===== src/rtl/semaforo_pkg.sv =====
// Shared types and display patterns for the traffic-light controller.
package semaforo_pkg;

    typedef enum logic [1:0] {
        PARE    = 2'd0,
        SIGA    = 2'd1,
        ATENCAO = 2'd2,
        MANUT   = 2'd3
    } estado_t;

    // 7-segment patterns; bit 7 is the inconsistency indication and stays 0.
    localparam logic [7:0] SEG_P   = 8'b0111_0011;
    localparam logic [7:0] SEG_S   = 8'b0110_1101;
    localparam logic [7:0] SEG_A   = 8'b0111_0111;
    localparam logic [7:0] SEG_OFF = 8'b0000_0000;

endpackage


===== src/rtl/semaforo_ctrl_temporizador.sv =====
// Loadable down-counter that parks at zero; zero flags the last cycle of a state.
module temporizador #(
    parameter int            TW      = 4,
    parameter logic [TW-1:0] RST_VAL = '0
) (
    input  logic          clk_2,
    input  logic          reset,
    input  logic          load,
    input  logic [TW-1:0] load_val,
    input  logic          en,
    output logic [TW-1:0] valor,
    output logic          zero
);

    // Load has priority over counting; counting stops at zero.
    always_ff @(posedge clk_2 or posedge reset) begin
        if (reset) begin
            valor <= RST_VAL;
        end else if (load) begin
            valor <= load_val;
        end else if (en && (valor != '0)) begin
            valor <= valor - TW'(1);
        end
    end

    assign zero = (valor == '0);

endmodule


===== src/rtl/semaforo_ctrl.sv =====
// Traffic-light sequencer: PARE -> SIGA -> ATENCAO -> PARE with pedestrian
// shortening of SIGA and a blinking maintenance mode.
//
// state   | meaning
// --------+----------------------------------------------------------
// PARE    | red, T_PARE cycles
// SIGA    | green, T_SIGA cycles, cut to >= T_SIGA_MIN by a pending request
// ATENCAO | yellow, T_ATENCAO cycles
// MANUT   | maintenance, yellow blinking with half-period T_PISCA
module semaforo_ctrl
    import semaforo_pkg::*;
#(
    parameter int T_PARE     = 8,
    parameter int T_SIGA     = 6,
    parameter int T_SIGA_MIN = 3,
    parameter int T_ATENCAO  = 2,
    parameter int T_PISCA    = 2,
    parameter int TW         = 4
) (
    input  logic          clk_2,
    input  logic          reset,
    input  logic          manut,
    input  logic          ped_req,
    output logic          pare,
    output logic          atencao,
    output logic          siga,
    output logic [7:0]    seg,
    output logic [TW-1:0] restante,
    output logic          ped_ack
);

    // A pending request may end SIGA once this many cycles or fewer remain (minus one).
    localparam logic [TW-1:0] LIM_SIGA = TW'(T_SIGA - T_SIGA_MIN);

    estado_t       estado, estado_nx;
    logic          ped_pend;
    logic          blink;
    logic          load;
    logic [TW-1:0] load_val;
    logic [TW-1:0] timer;
    logic          timer_zero;
    logic          serve;

    temporizador #(
        .TW      (TW),
        .RST_VAL (TW'(T_PARE - 1))
    ) u_tmr (
        .clk_2    (clk_2),
        .reset    (reset),
        .load     (load),
        .load_val (load_val),
        .en       (1'b1),
        .valor    (timer),
        .zero     (timer_zero)
    );

    // Next state and timer reload; maintenance overrides every other transition.
    always_comb begin
        estado_nx = estado;
        load_val  = TW'(T_PARE - 1);
        case (estado)
            PARE:    if (timer_zero) estado_nx = SIGA;
            SIGA:    if (timer_zero || (ped_pend && (timer <= LIM_SIGA))) estado_nx = ATENCAO;
            ATENCAO: if (timer_zero) estado_nx = PARE;
            MANUT:   if (!manut) estado_nx = PARE;
            default: estado_nx = PARE;
        endcase
        if (manut) estado_nx = MANUT;

        load = (estado_nx != estado) || ((estado == MANUT) && timer_zero);
        case (estado_nx)
            PARE:    load_val = TW'(T_PARE - 1);
            SIGA:    load_val = TW'(T_SIGA - 1);
            ATENCAO: load_val = TW'(T_ATENCAO - 1);
            MANUT:   load_val = TW'(T_PISCA - 1);
            default: load_val = TW'(T_PARE - 1);
        endcase
    end

    assign serve = (estado == ATENCAO) && (estado_nx == PARE) && ped_pend;

    // State register plus request latch, acknowledge pulse and blink phase.
    always_ff @(posedge clk_2 or posedge reset) begin
        if (reset) begin
            estado   <= PARE;
            ped_pend <= 1'b0;
            blink    <= 1'b0;
            ped_ack  <= 1'b0;
        end else begin
            estado  <= estado_nx;
            ped_ack <= serve;

            if (manut) begin
                ped_pend <= 1'b0;
            end else if (serve) begin
                ped_pend <= 1'b0;
            end else if (((estado == SIGA) || (estado == ATENCAO)) && ped_req) begin
                ped_pend <= 1'b1;
            end

            if ((estado != MANUT) && (estado_nx == MANUT)) begin
                blink <= 1'b1;
            end else if ((estado == MANUT) && timer_zero) begin
                blink <= ~blink;
            end
        end
    end

    // Lamp and display decode from registered state only.
    always_comb begin
        pare    = 1'b0;
        atencao = 1'b0;
        siga    = 1'b0;
        seg     = SEG_OFF;
        case (estado)
            PARE:    begin pare = 1'b1;    seg = SEG_P; end
            SIGA:    begin siga = 1'b1;    seg = SEG_S; end
            ATENCAO: begin atencao = 1'b1; seg = SEG_A; end
            MANUT:   begin atencao = blink; seg = blink ? SEG_A : SEG_OFF; end
            default: begin pare = 1'b0;    seg = SEG_OFF; end
        endcase
    end

    assign restante = timer;

endmodule


===== config.mk =====
export PLATFORM = sky130hd
export DESIGN_NAME = semaforo_ctrl
export DESIGN_NICKNAME = d
export VERILOG_FILES = /design/src/rtl/semaforo_pkg.sv /design/src/rtl/semaforo_ctrl_temporizador.sv /design/src/rtl/semaforo_ctrl.sv
export SDC_FILE = /design/constraint.sdc
export NUM_CORES = 1
export LEC_CHECK = 0
export BUFFER_PORTS_ARGS = -buffer_cell sky130_fd_sc_hd__buf_2
export CAP_MARGIN = 20
export CORE_MARGIN = 8
export CORE_UTILIZATION = 36
export DETAILED_ROUTE_END_ITERATION = 6
export PLACE_DENSITY = 0.66
export SKIP_CTS_REPAIR_TIMING = 1
export SYNTH_ARGS = -nofsm -noshare
export SYNTH_HDL_FRONTEND = slang
export SYNTH_HIERARCHICAL = 1
export SYNTH_SLANG_ARGS = --single-unit

===== constraint.sdc =====
create_clock -name clk_2 -period 3.2 [get_ports clk_2]
set_input_delay 0.48 -clock clk_2 [delete_from_list [all_inputs] [get_ports clk_2]]
set_output_delay 0.48 -clock clk_2 [all_outputs]
set_load 0.02 [all_outputs]

==> results of run 1 <==
worst max-delay path, cell delays in order, from the launching register on:
cell and delay [ps]:
sky130_fd_sc_hd__dfstp_2 380, sky130_fd_sc_hd__inv_1 90, sky130_fd_sc_hd__ha_1 210, sky130_fd_sc_hd__or3b_4 420, sky130_fd_sc_hd__inv_1 220, sky130_fd_sc_hd__inv_2 60
sky130_fd_sc_hd__a211o_1 260, sky130_fd_sc_hd__a221o_1 310, sky130_fd_sc_hd__o211ai_1 160, sky130_fd_sc_hd__nor3_1 80, sky130_fd_sc_hd__a221o_1 320
state kept, by name (all words and copies together) (netlist names):
signal,cells
ped_ack,1
estado,2
ped_pend,1
blink,1
u_tmr/valor,4
how the worst max path moves through the flow:
stage | slack, ps | to | cells after the start | from
final | 580 | u_tmr/valor[3] | 10 | u_tmr/valor[0]
after global routing | 430 | u_tmr/valor[3] | 10 | u_tmr/valor[0]
after CTS | 580 | u_tmr/valor[3] | 10 | u_tmr/valor[0]
after detailed placement | 590 | u_tmr/valor[3] | 10 | u_tmr/valor[0]
after global placement | 620 | u_tmr/valor[3] | 10 | u_tmr/valor[0]
after floorplan | 530 | u_tmr/valor[3] | 12 | u_tmr/valor[0]
per-stage QoR:
stage               hold slack [ps]  area, µm²
floorplan                     243.9      790.8
global placement              386.3      865.8
detailed placement            385.3      865.8
CTS                           97.72      892.1
global route                  101.5      892.1
finish                        98.63      892.1
layout by cell type (no fill, tap or decap), types with 2 or more instances in the layout:
cell,n
sky130_fd_sc_hd__dfrtp_1,6
sky130_fd_sc_hd__a221o_1,2
sky130_fd_sc_hd__conb_1,10
sky130_fd_sc_hd__nand3_1,2
sky130_fd_sc_hd__o21ai_1,3
sky130_fd_sc_hd__clkbuf_4,3
sky130_fd_sc_hd__dfstp_2,3
sky130_fd_sc_hd__o31a_1,2
sky130_fd_sc_hd__nand2_1,4
sky130_fd_sc_hd__a21oi_1,8
sky130_fd_sc_hd__or2_1,2
sky130_fd_sc_hd__a31o_1,2
sky130_fd_sc_hd__inv_1,9
sky130_fd_sc_hd__nor2_1,5
sky130_fd_sc_hd__nand2b_1,2
sky130_fd_sc_hd__ha_1,5
sky130_fd_sc_hd__buf_2,18
sky130_fd_sc_hd__nor3_1,5
layout make-up:
cell class	count	area, µm²
clock buffers	4	26.28
fillers	213	1090
inverters	10	37.54
multi-input cells	68	467.9
flip-flops and latches	9	229.0
well taps	27	33.78
repair buffers	19	97.59
routing by layer:
metal | global-route usage | part of all wire
met3 | 0.01235 | 0.046
met4 | 0.06818 | 0.027
met2 | 0.1313 | 0.45
met5 | 0 | 0
met1 | 0.1154 | 0.48
logic make-up after synthesis:
kind of cell,synth area share
adder cells (fa/ha/maj),0.08224
flip-flops,0.3010
other,0.009872
XOR/XNOR,0.01152
AND/OR/NAND/NOR,0.2319
AO/OA/AOI/OAI,0.2270
multiplexers,0.01316
buffers and inverters,0.1234
==> results, run 1 <==
- The run finished with clean final reports.
- The final estimated routing congestion in global placement is roughly 0.9.
- The first detailed-routing pass took 4 iterations.
- Setup slack on the worst reg-to-reg path comes out at approximately 580 ps.
- The repair_antennas step left the layout with diodes totalling 0.
- The most common flop cell mapped by yosys is sky130_fd_sc_hd__dfrtp_1.
- sky130_fd_sc_hd__dfrtp_1 takes more of the synthesized area than any other cell.
- By instance count, the leading cell after synthesis is sky130_fd_sc_hd__inv_1.
- In this run the critical register-to-register path is launched from u_tmr/valor[0].
- The post-layout minimum cycle time is approximately 2600 ps.
- For this run, the total global-route usage over all layers was measured as 0.08973.
- The number of register bits inferred by synthesis is 9.
- The wire length of the first global-routing pass is about 2600 µm.
- On the final layout, the worst clock skew is around 5 ps.
- The number of placement rows is 16.
- No sink is reached through more buffers than the 2 on the longest clock path.
- The max-capacitance violation count is 0.
- Data on the critical path is required at its endpoint by around 3400 ps.
- Clock-pin slew was measured on the worst setup and hold paths at 60 ps.
- The worst slack at placement is ~600 ps.
- For this design, the sink count on the clock tree is 9.
- Sorting the synthesized cells by how often they occur yields sky130_fd_sc_hd__inv_1, sky130_fd_sc_hd__a21oi_1, sky130_fd_sc_hd__dfrtp_1.
- CTS built an H-tree with a depth of 1.
- After layout, the worst setup slack is roughly 580 ps.
- The final standard cell utilization of the core is 0.4501.
- The I/O pin count is 20.
- For this block, the routed nets add up to approximately 1500 µm of wire.
- The net count reported at finish is 120.
- The clock tree from TritonCTS is done.
- The share of synthesized area in the top cell type comes to 0.1974.
- For this run, asynchronously set or reset flops after synthesis account for 1.000.
- The worst-path maximum fanout is 6.
- The HPWL after detailed placement is between 1000 and 1500 µm.
- In the final layout, the share of cells above drive strength 1 is 0.3182.
- Dividing the detail-routed wire length by the instance count gives about 11 µm.
- The initial antenna violation count is 0.
- In this run the standard cell core region covers between 1500 and 2000 µm².
- The via count of the first global-routing pass is between 500 and 600.
- Compared with the post-synthesis result, the final layout area differs by 17.27%.
- The mean area per synthesized cell is between 8 and 9 µm².
- Counting flops with a built-in enable in the synthesized netlist gives 0.
- The setup-violating endpoint count in the final report is 0.
- The clock latency on the worst-skew pair is about 260 ps.
- The path class of the tightest hold or removal check is in2async.
- After detailed placement, the design holds a cell count of 133.
- Using the TritonRoute via totals, the vias-per-cell ratio works out to 4.693.
- The number of warnings printed during yosys synthesis is 6.
- The maximum number of pins on one net before global-route repair is 12.
- Of the available clock period, the critical path in the final layout requires 0.8184.
- The hold violation count in the final report was 0.
- The worst setup path is of the reg2reg kind.
- For the final routed database, the setup TNS stands at 0 ps.
- The critical path capture point type is a flop.
- The floorplan step set the die width to 61.97 µm.
- The sequential fraction of the synthesis area is 0.3010.
- Sorting the synthesized cells by area gives the leading types as sky130_fd_sc_hd__dfrtp_1, sky130_fd_sc_hd__dfstp_2, sky130_fd_sc_hd__ha_1.
- The logic depth of the worst register-to-register path is 10.
- In this run, distinct cell masters in the synthesized netlist total 36.
- For the worst setup path, the data arrival time is 2770 ps.
- The area of the die is between 3000 and 4000 µm².
- For this run, design rule violations remaining after detail routing come to 0.
- The type of origin of the critical path is a flop.
- The initial utilization of the core area, before any placement, comes to 0.3838.
- The max-slew violation count is 0.
- The number of antenna-violating nets in the routed design is 0.
- The number of buffer cells added on primary ports is 18.
- For this block, the initial DRC count from the detailed router was 8.
- The cell count after synthesis came out at slightly below 90.
- The remaining global-route overflow is 0.
- Counting the buffers created by CTS gives 3.
- The root cell of the clock tree is sky130_fd_sc_hd__clkbuf_4.
- The post-synthesis instance area is 760.7 µm².
- The endpoint identified for the worst register-to-register timing path is u_tmr/valor[3].
- After the flow finishes, the layout carries non-filler instances totaling 137.
- In this run the vertical extent of the chip is between 60 and 70 µm.
- Setup repair after global routing left no endpoint under its margin.
- The number of vias after detailed routing is between 600 and 700.
- The maximum clock frequency is 381.9 MHz.
Power of run 1 is left out: the tool's default activity adds up to more than one toggle a clock period on the data nets, which glitch-free logic cannot reach.
==> inputs of run 2 (changes only) <==
--- a/config.mk
+++ b/config.mk
@@ -10,7 +10,7 @@
 export CORE_MARGIN = 8
 export CORE_UTILIZATION = 36
 export DETAILED_ROUTE_END_ITERATION = 6
-export PLACE_DENSITY = 0.66
+export PLACE_DENSITY = 0.68
 export SKIP_CTS_REPAIR_TIMING = 1
 export SYNTH_ARGS = -nofsm -noshare
 export SYNTH_HDL_FRONTEND = slang
==> constraint.sdc (replaced) <==
create_clock -name clk_2 -period 2.4 [get_ports clk_2]
set_input_delay 0.36 -clock clk_2 [delete_from_list [all_inputs] [get_ports clk_2]]
set_output_delay 0.36 -clock clk_2 [all_outputs]
set_load 0.02 [all_outputs]
==> results, run 2 (synthesized netlist as in run 1, its figures left out) <==
- After routing the design area is approximately 950 µm².
- The hold violation count in the final report is 0.
- Static timing analysis puts the maximum clock frequency at approximately 430 MHz.
- The via count of the first global-routing pass is roughly 660.
- After floorplanning, the core was divided into 16 placement rows.
- The root cell of the clock tree is sky130_fd_sc_hd__clkbuf_4.
- The library cell used most frequently in the layout, excluding fill and tap cells, is sky130_fd_sc_hd__buf_2.
- The final route contains 666 vias.
- The worst-path maximum fanout is 5.
- Counting along the longest clock path gives a buffer depth of 2.
- After filler insertion, the fill cell instance count of the layout stands at roughly 200.
- For this configuration, the core starts out at a cell density of 0.3838.
- Counting the buffers created by CTS gives 3.
- The final estimated routing congestion in global placement is approximately 0.87.
- The number of buffer cells added on primary ports is 18.
- The pre-antenna-repair detailed-routing pass consisted of 4 iterations.
- The number of H-tree levels is 1.
- Of the cells placed in the final design, the portion with a size suffix greater than 1 is 0.3793.
- The overall track demand over capacity in global routing is 0.1055.
- The worst setup path is of the reg2reg kind.
- Setup repair after global routing could not meet its margin everywhere.
- CTS saw 9 sinks.
- The maximum number of pins on one net before global-route repair is 12.
- The die extent in x is 61.97 µm.
- The kind of path behind the tightest hold check is in2reg.
- The die extent in y is approximately 62 µm.
- In the routed design, unresolved DRC markers number 0.
- The routed design could run at a clock period as short as around 2300 ps.
- The clock tree from TritonCTS is done.
- The clock latency on the worst-skew pair is approximately 270 ps.
- The routing usage on met2 is 0.1608.
- The final critical-path share of the clock period is 0.9660.
- In the routed layout, each cell is associated on average with a via count of roughly 4.7.
- The area of the die is ~3800 µm².
- After detailed routing, the average wire length per cell comes to 11.62 µm.
- Counting flops per register, the top entry is u_tmr/valor.
- In the layout the commonest cells are sky130_fd_sc_hd__buf_2, sky130_fd_sc_hd__conb_1, sky130_fd_sc_hd__a21oi_1.
- The minimum setup slack among reg-to-reg paths is ~82 ps.
- Wires add up to between 1500 and 2000 µm.
- The endpoint required time on the critical path is 2560 ps.
- The flip-flop count of the largest register, all copies and words added is 4.
- The max-slew violation count came to 0.
- The HPWL after detailed placement is between 1000 and 1500 µm.
- met2 is the most crowded layer.
- The first global-routing pass estimated 2987 µm of wire.
- The relative area change from synthesis to final layout is 25.49%.
- The type of origin of the critical path is a flop.
- The run finished with clean final reports.
- The remaining global-route overflow is 0.
- The I/O pin count is 20.
- The met1 layer usage reported by global route is 0.1327.
- In the final design database the tool counted around 130 nets.
- The clock arrives with around 6.9 ps of skew.
- The largest registers in the layout are u_tmr/valor x4, estado x2.
- The max-capacitance violation count is 0.
- The number of antenna-violating nets in the routed design is 0.
- The initial antenna violation count came to 0.
- Data on the critical path arrives at its endpoint at about 2500 ps.
- For met3 alone, demand over resource in global routing was 0.01852.
- In this run the standard cell core region covers slightly below 2000 µm².
- After the first detailed-routing iteration, the DRC count stood at 11.
- After clock tree synthesis, the clock-pin slew on the worst setup and hold paths is 70 ps.
- The worst setup path is captured at a flop.
- The setup-violating endpoint count in the final report is 0.
- The cell area reported after detailed placement is between 900 and 1000 µm².
- The number of antenna diodes is 0.
==> run 2: changes by cell type in the layout (fill, tap and decap cells not counted) <==
cell                            before  now
sky130_fd_sc_hd__inv_1               9    6
sky130_fd_sc_hd__inv_2               1    3
sky130_fd_sc_hd__dlygate4sd3_1       0    1
sky130_fd_sc_hd__ha_1                5    4
sky130_fd_sc_hd__inv_4               0    1
sky130_fd_sc_hd__buf_4               1    6
sky130_fd_sc_hd__ha_4                0    1
==> run 2: area by class of cell <==
class	count	area [µm²]	share of cell area
timing repair buffer	25	145.1	0.1520
tap	27	33.78	0.03539
clock buffer	4	26.28	0.02752
multi-input combinational	68	480.5	0.5033
sequential	9	229.0	0.2398
inverter	10	40.04	0.04194
==> run 2: worst paths after layout <==
kind	from	endpoint	cells past startpoint
worst max-delay path	u_tmr/valor[0]	u_tmr/valor[3]	10
worst min-delay path	manut	ped_ack	2
worst max register to register	u_tmr/valor[0]	u_tmr/valor[3]	10
worst min register to register	u_tmr/valor[1]	u_tmr/valor[1]	2
max in group asynchronous	reset	u_tmr/valor[0]	3
min in group asynchronous	reset	u_tmr/valor[3]	3
==> run 2: per-layer routing <==
metal  part of all wire  up-vias
met5                  0        -
met4              0.028        0
met3              0.037        5
met2               0.47       12
met1               0.46      304
li1                   -      345
==> run 2: metrics by stage <==
stage	setup slack [ps]	utilization	TNS, ps	hold slack [ps]	instances
CTS	50.07	0.4678	0	-17.76	140
global route	-2.796	0.4817	-2.796	474.9	143
finish	81.68	0.4817	0	424.3	143
detailed placement	63.20	0.4545	0	273.0	136
floorplan	-46.54	-	-46.54	123.9	95
global placement	113.5	0.4545	0	268.3	136
==> run 2: worst max-delay path, cell delays in order, from the launching register on <==
cell                       delay (ps)
sky130_fd_sc_hd__dfstp_2          380
sky130_fd_sc_hd__inv_2             70
sky130_fd_sc_hd__ha_4             130
sky130_fd_sc_hd__or3b_4           420
sky130_fd_sc_hd__inv_4             80
sky130_fd_sc_hd__inv_2             30
sky130_fd_sc_hd__a211o_1          250
sky130_fd_sc_hd__a221o_1          290
sky130_fd_sc_hd__o211ai_1         180
sky130_fd_sc_hd__nor3_1            80
sky130_fd_sc_hd__a221o_1          290
Power of run 2 is left out for the same reason.
